==> src/rtl/port_rd_frontend_pkg.sv <==
// Shared constants and types for the per-port read frontend.
package port_rd_frontend_pkg;
    localparam int NUM_QUEUES = 4;
    localparam int QUEUE_W = $clog2(NUM_QUEUES);
    localparam logic [2:0] PRIOR_NONE = 3'd4;
    localparam int HDR_LEN_LSB = 0;

    typedef enum logic [1:0] {IDLE, HEAD_WAIT, BODY} fe_state_t;
endpackage

==> src/rtl/port_rd_obuf.sv <==
// Output word buffer between packet-store returns and the egress port.
// Latency: a word pushed in cycle T is visible on pop_dat in T+1.
// Backpressure: pop_rdy stalls the head; push is never refused because the caller's credit check bounds occupancy.
module port_rd_obuf #(
    parameter int WIDTH = 18,
    parameter int DEPTH = 4
)(
    input  logic                       clk,
    input  logic                       rst,
    input  logic                       push_vld,
    input  logic [WIDTH-1:0]           push_dat,
    output logic                       pop_vld,
    input  logic                       pop_rdy,
    output logic [WIDTH-1:0]           pop_dat,
    output logic [$clog2(DEPTH+1)-1:0] occ
);
    localparam int AW = $clog2(DEPTH);

    logic [WIDTH-1:0] mem [DEPTH];
    logic [AW-1:0]    wr_ptr;
    logic [AW-1:0]    rd_ptr;
    logic             pop;

    assign pop_vld = (occ != '0);
    assign pop     = pop_vld && pop_rdy;
    assign pop_dat = mem[rd_ptr];

    always_ff @(posedge clk or posedge rst) begin
        if (rst) begin
            wr_ptr <= '0;
            rd_ptr <= '0;
            occ    <= '0;
        end else begin
            if (push_vld) wr_ptr <= wr_ptr + 1'b1;
            if (pop)      rd_ptr <= rd_ptr + 1'b1;
            if (push_vld && !pop)      occ <= occ + 1'b1;
            else if (!push_vld && pop) occ <= occ - 1'b1;
        end
    end

    always_ff @(posedge clk) begin
        if (push_vld) mem[wr_ptr] <= push_dat;
    end
endmodule

==> src/rtl/port_rd_frontend.sv <==
// Per-port read frontend: tracks queue occupancy, fetches the scheduler's chosen packet, streams it out.
// Latency: header rd_req in T reaches port_data at T+RD_LATENCY+1 at the earliest.
// Backpressure: port_ready stalls the output buffer; reads are issued only while in-flight + buffered < BUF_DEPTH.
module port_rd_frontend
    import port_rd_frontend_pkg::*;
#(
    parameter int DATA_WIDTH    = 16,
    parameter int LEN_WIDTH     = 11,
    parameter int CNT_WIDTH     = 8,
    parameter int RD_LATENCY    = 2,
    parameter int BUF_DEPTH     = 4,
    parameter int SETTLE_CYCLES = 6
)(
    input  logic                  clk,
    input  logic                  rst,
    input  logic                  enq_valid,
    input  logic [QUEUE_W-1:0]    enq_queue,
    output logic [NUM_QUEUES-1:0] queue_empty,
    input  logic [2:0]            prior_next,
    output logic                  prior_update,
    output logic                  rd_req,
    output logic [QUEUE_W-1:0]    rd_queue,
    input  logic                  rd_valid,
    input  logic [DATA_WIDTH-1:0] rd_data,
    output logic                  port_valid,
    input  logic                  port_ready,
    output logic [DATA_WIDTH-1:0] port_data,
    output logic                  port_sop,
    output logic                  port_eop,
    output logic                  err_overflow
);
    // inflight is bounded by credit; width also covers a full read pipeline
    localparam int IF_MAX = (BUF_DEPTH > RD_LATENCY) ? BUF_DEPTH : RD_LATENCY;
    localparam int IW     = $clog2(IF_MAX + 1);
    localparam int OW     = $clog2(BUF_DEPTH + 1);
    localparam int SW     = $clog2(SETTLE_CYCLES + 1);

    fe_state_t             state, state_nxt;
    logic [CNT_WIDTH-1:0]  cnt [NUM_QUEUES];
    logic [NUM_QUEUES-1:0] inc, dec;
    logic [QUEUE_W-1:0]    cur_queue, cur_queue_nxt;
    logic [LEN_WIDTH-1:0]  remaining, remaining_nxt, ret_left, hdr_len;
    logic [SW-1:0]         settle;
    logic [IW-1:0]         inflight, used;
    logic [OW-1:0]         occ;
    logic                  credit, rd_hit, ret_sop, ret_eop;
    logic [DATA_WIDTH+1:0] ob_dat;

    always_comb begin
        for (int q = 0; q < NUM_QUEUES; q++) begin
            inc[q]         = enq_valid && (enq_queue == QUEUE_W'(q));
            dec[q]         = prior_update && (cur_queue == QUEUE_W'(q));
            queue_empty[q] = (cnt[q] == '0);
        end
    end

    always_comb begin
        hdr_len = rd_data[HDR_LEN_LSB +: LEN_WIDTH];
        if (hdr_len == '0) hdr_len = LEN_WIDTH'(1);
    end

    assign used   = inflight + IW'(occ);
    assign credit = (used < IW'(BUF_DEPTH));
    // returns arriving with nothing outstanding are leftovers from before a reset
    assign rd_hit = rd_valid && (inflight != '0);

    // Headers are only issued with nothing outstanding, so any return seen in HEAD_WAIT is the header.
    assign ret_sop = (state == HEAD_WAIT);
    assign ret_eop = ret_sop ? (hdr_len == LEN_WIDTH'(1)) : (ret_left == LEN_WIDTH'(1));

    always_comb begin
        state_nxt     = state;
        cur_queue_nxt = cur_queue;
        remaining_nxt = remaining;
        rd_req        = 1'b0;
        rd_queue      = cur_queue;
        prior_update  = 1'b0;
        case (state)
            IDLE: begin
                if (settle == '0 && prior_next < PRIOR_NONE && !queue_empty[prior_next[QUEUE_W-1:0]]
                    && credit && inflight == '0) begin
                    rd_req        = 1'b1;
                    rd_queue      = prior_next[QUEUE_W-1:0];
                    cur_queue_nxt = prior_next[QUEUE_W-1:0];
                    state_nxt     = HEAD_WAIT;
                end
            end
            HEAD_WAIT: begin
                if (rd_hit) begin
                    remaining_nxt = hdr_len - 1'b1;
                    if (hdr_len == LEN_WIDTH'(1)) begin
                        prior_update = 1'b1;
                        state_nxt    = IDLE;
                    end else begin
                        state_nxt    = BODY;
                    end
                end
            end
            BODY: begin
                if (credit && remaining != '0) begin
                    rd_req        = 1'b1;
                    remaining_nxt = remaining - 1'b1;
                    if (remaining == LEN_WIDTH'(1)) begin
                        prior_update = 1'b1;
                        state_nxt    = IDLE;
                    end
                end
            end
            default: state_nxt = IDLE;
        endcase
    end

    always_ff @(posedge clk or posedge rst) begin
        if (rst) begin
            state     <= IDLE;
            cur_queue <= '0;
            remaining <= '0;
            ret_left  <= '0;
            settle    <= '0;
            inflight  <= '0;
        end else begin
            state     <= state_nxt;
            cur_queue <= cur_queue_nxt;
            remaining <= remaining_nxt;
            if (rd_hit) ret_left <= ret_sop ? hdr_len - 1'b1 : ret_left - 1'b1;
            if (prior_update)       settle <= SW'(SETTLE_CYCLES);
            else if (settle != '0)  settle <= settle - 1'b1;
            if (rd_req && !rd_hit)      inflight <= inflight + 1'b1;
            else if (!rd_req && rd_hit) inflight <= inflight - 1'b1;
        end
    end

    always_ff @(posedge clk or posedge rst) begin
        if (rst) begin
            for (int q = 0; q < NUM_QUEUES; q++) cnt[q] <= '0;
            err_overflow <= 1'b0;
        end else begin
            for (int q = 0; q < NUM_QUEUES; q++) begin
                if (inc[q] && !dec[q]) begin
                    if (&cnt[q]) err_overflow <= 1'b1;
                    else         cnt[q] <= cnt[q] + 1'b1;
                end else if (dec[q] && !inc[q]) begin
                    cnt[q] <= cnt[q] - 1'b1;
                end
            end
        end
    end

    port_rd_obuf #(
        .WIDTH (DATA_WIDTH + 2),
        .DEPTH (BUF_DEPTH)
    ) u_obuf (
        .clk      (clk),
        .rst      (rst),
        .push_vld (rd_hit),
        .push_dat ({rd_data, ret_sop, ret_eop}),
        .pop_vld  (port_valid),
        .pop_rdy  (port_ready),
        .pop_dat  (ob_dat),
        .occ      (occ)
    );

    assign port_data = ob_dat[DATA_WIDTH+1:2];
    assign port_sop  = port_valid & ob_dat[1];
    assign port_eop  = port_valid & ob_dat[0];
endmodule

==> config.mk <==
export PLATFORM = sky130hd
export DESIGN_NAME = port_rd_frontend
export DESIGN_NICKNAME = d
export VERILOG_FILES = /design/src/rtl/port_rd_frontend_pkg.sv /design/src/rtl/port_rd_obuf.sv /design/src/rtl/port_rd_frontend.sv
export SDC_FILE = /design/constraint.sdc
export NUM_CORES = 1
export LEC_CHECK = 0
export BUFFER_PORTS_ARGS = -buffer_cell sky130_fd_sc_hd__buf_2
export CELL_PAD_IN_SITES_DETAIL_PLACEMENT = 1
export CELL_PAD_IN_SITES_GLOBAL_PLACEMENT = 1
export CORE_ASPECT_RATIO = 1.25
export CORE_UTILIZATION = 32
export DETAILED_ROUTE_END_ITERATION = 7
export GPL_ROUTABILITY_DRIVEN = 0
export GPL_TIMING_DRIVEN = 0
export PLACE_DENSITY_LB_ADDON = 0.1
export SLEW_MARGIN = 10
export SYNTH_ARGS = -nofsm -noshare
export SYNTH_HDL_FRONTEND = slang
export SYNTH_SLANG_ARGS = --single-unit
==> constraint.sdc <==
create_clock -name clk -period 4.1 [get_ports clk]
set_input_delay 0.205 -clock clk [delete_from_list [all_inputs] [get_ports clk]]
set_output_delay 0.205 -clock clk [all_outputs]
set_load 0.05 [all_outputs]
==> results.md <==
* Num CTS Buffers at 17
* Initial Util at between 30% and 40%
* Synthesized flop and latch total at ~140
* Number of flops mapped to enable cells by yosys at 72
* Peak VDD IR at 0.322 mV
* Residual DRC count at 0
* Family with the most delay on the worst path: simple AND/OR/NAND/NOR gates
* Die area at around 25,000 µm²
* Vias in the first global route at around 6,000
* Worst Slack Setup Final at ~280 ps
* GRT overflow at 0
* Fmax at 262 MHz
* Power per cell area at a little under 800 nW/µm²
* RSZ-0062 raised after global routing: no
* Crit share post-route at 93.1%
* Initial antenna violation count at 1
* Final Critical Period at about 3800 ps
* Layout fillers at 2,666
* Vias/cell at 5.04
* Status: complete, no violations
* Overall power at roughly 7.3 mW
* Distinct cells, synth at 67
* Layout area overhead at 17.3%
* Max FO, Critical Path at 9
* Predominant post-synthesis flop cell: edfxtp_1
* Seq/Total Area, Yosys at between 50% and 60%
* Max-cap violation count at 0
* Share of cells above drive strength 1 at roughly 20%
* Yosys warning count at 0
* Slowest cell on the critical path: or4_4
* CTS tree: done
* Worst endpoint required time at roughly 4400 ps
* DIE WIDTH at about 140 µm
* Pin count of the biggest net entering global routing at between 50 and 60
* Antenna cells at 0
* Critical path class: in -> reg
* Vias at between 5,000 and 6,000
* Port bufs at 53
* Dpl hpwl at between 10,000 and 15,000 µm
* Worst min path class: in -> reg
* Post-Route WL at between 15,000 and 20,000 µm
* Setup_tns at 0 ps
* Hold Fails Final Rpt at 0
* Clock latency at the later pin of the worst-skew pair at approximately 430 ps
* Die Y at 178 µm
* Reg clk slew, reported paths at 70 ps
* ANT nets after route at 0
* Site row count at between 60 and 70
* DR WL/cell at between 15 and 20 µm
* Pre-CTS setup slack at -710 ps
* Core ar. at ~24,000 µm²
* Max-slew headroom at 30.0%
* CP Data Arrival Time at about 4000 ps
* Root Buffer: clkbuf_16
* Slew @ Worst Pin at 1050 ps
* Static Leak at about 3.6 nW
* IO Pins at 54
* Crit. End Element: register
* Count of pins over their slew limit at 0
* Total track usage at 16.3%
* Async set or reset register ratio after synthesis at about half
* CP peak stage delay at a little under 600 ps
* H-Tree Level Count at 4
* Crit path buf inv count at 2
* Final setup violating endpoints at 0
* First-pass GRT wire length at around 32,000 µm
* Cells after Synth at approximately 660
* Worst setup SP type: input port
* Sink Count at around 140
* DRT iter0 DRCs at 191
* Clock tree buffer depth at 2
* CP Cell Sequence: buf_2, or4_4, and2b_1, a21oi_1, inv_1, ha_1, nor3b_4, nand4b_4, nor2_1, nor2_1, nand2_2, ha_1, a21o_1, a22o_1, o41ai_1, nand2b_1, mux2i_1, xor2_1
* Fin Clk Skew at 17.9 ps
* Mapped Nets at ~740
* Mapped Area at about 8000 µm²
* Worst Reg-to-Reg Cells at 13
* Stages on worst setup path at 18
* Post-layout nets at approximately 800
* Hold path cells at 1
* Syn_area_per_cell at roughly 12 µm²
* First-pass DRT Iterations at 4
## routing by layer
layer	track usage [%]	part of all wire, %	up-vias
met1	18.5	42	2752
met2	30.7	54	69
li1	-	-	2621
met4	5.42	1.5	2
met5	0	0.073	-
met3	2.64	2.6	21
## registers in the layout (all words and copies together) (netlist names)
register       cells
inflight           3
u_obuf.occ         3
settle             3
cur_queue          2
remaining         11
cnt               32
err_overflow       1
u_obuf.mem        72
u_obuf.wr_ptr      2
state              2
u_obuf.rd_ptr      2
ret_left          11
## path summary, 6_finish.rpt
kind                              from          endpoint  slack, ps
max in group asynchronous          rst       ret_left[6]       3220
max                         rd_data[4]           cnt[23]        280
min                         rd_data[1]  u_obuf.mem[0][3]         30
min reg2reg                     cnt[7]            cnt[7]        500
max reg2reg                inflight[1]           cnt[23]        360
min in group asynchronous          rst           cnt[17]        280
## cells by family after synthesis
logic type	after synthesis	share of synthesized area (%)
AOI/OAI and AO/OA	105	8.28
and+or+nand+nor	207	13.8
muxes	65	12.1
xor gates and xnor gates	43	4.85
DFF	144	50.1
buffers and inverters	49	2.39
adders and majority gates	50	8.47
## cell type report
class / instances / area [µm²] / share of cell area [%]
well taps: 330 / 413 / 4.45
repair buffers: 60 / 353 / 3.80
clock inverters: 14 / 128 / 1.37
clock buffers: 17 / 425 / 4.58
plain buffers: 15 / 61.3 / 0.660
inverters: 34 / 130 / 1.40
multi-input cells: 470 / 3810 / 41.0
flip-flops and latches: 144 / 3960 / 42.7
## synth_stat cells (all sizes together), types with 2 or more instances
library cell / n / area, µm²
clkbuf: 11 / 41.3
a31oi: 2 / 12.5
o211ai: 4 / 30.0
nor3b: 2 / 15.0
mux4: 19 / 428
a21o: 5 / 37.5
o22ai: 10 / 62.6
nor4b: 5 / 43.8
nor2b: 5 / 31.3
o21ai: 23 / 119
nor4: 7 / 56.3
dfrtp: 72 / 1800
or3: 8 / 50.1
edfxtp: 72 / 2160
o41ai: 4 / 35.0
ha: 44 / 551
xor2: 15 / 131
nand3: 14 / 70.1
mux2i: 15 / 150
nand2: 47 / 176
mux2: 31 / 383
a21oi: 36 / 184
a22o: 3 / 26.3
a2bb2oi: 2 / 17.5
or4: 10 / 78.8
nand4: 11 / 68.8
nor2: 52 / 198
nor3: 22 / 120
inv: 34 / 128
o21bai: 3 / 22.5
and2: 7 / 43.8
a311oi: 2 / 17.5
fa: 6 / 120
buf: 4 / 20.0
and3: 2 / 12.5
xnor2: 28 / 253
or3b: 2 / 17.5
or2: 4 / 25.0
a21boi: 2 / 15.0
nand2b: 5 / 31.3
## cells in the final DEF (no fill, tap or decap), types with 5 or more instances in the layout
cell	synthesis	final
dfrtp_1	72	72
edfxtp_1	72	72
buf_2	1	54
nor2_1	51	51
ha_1	44	44
nand2_1	47	43
a21oi_1	35	35
inv_1	33	32
xnor2_1	27	27
nor3_1	20	20
o21ai_0	20	20
mux4_2	19	19
mux2_1	17	17
clkbuf_16	0	17
xor2_1	15	15
mux2i_1	15	15
nand3_1	14	14
clkbuf_1	11	11
nand4_1	11	11
o22ai_1	10	10
or4_1	9	9
mux2_4	9	9
or3_1	8	8
and2_1	7	7
fa_1	6	6
clkinvlp_4	0	6
dlygate4sd3_1	0	6
mux2_2	5	5
nor4_1	5	5
nor2b_1	5	5
nor4b_1	5	5
a21o_1	5	5
nand2b_1	5	5
inv_6	0	5
## through the flow
step	area (µm²)	cells	utilization (%)	hold WS [ps]
detailed placement	8620	1047	35.4	189
CTS	9260	1084	38.0	29.6
floorplan	7910	663	-	304
finish	9280	1084	38.1	33.1
global route	9280	1084	38.1	38.2
global placement	8590	1046	35.3	420
## where the power goes
part | internal (mW) | switching, mW
combinational | 1.34 | 1.99
sequential | 2.03 | 0.420
clock | 0.792 | 0.685
total | 4.16 | 3.09
## repair_timing
item                                   in CTS  in global routing
setup endpoints to repair                   9                  9
hold buffers                                6                  0
endpoints found under the hold margin      39                  0
setup buffers                               0                  0
resized for setup                           4                  7
Power figures use the tool's default switching activity.
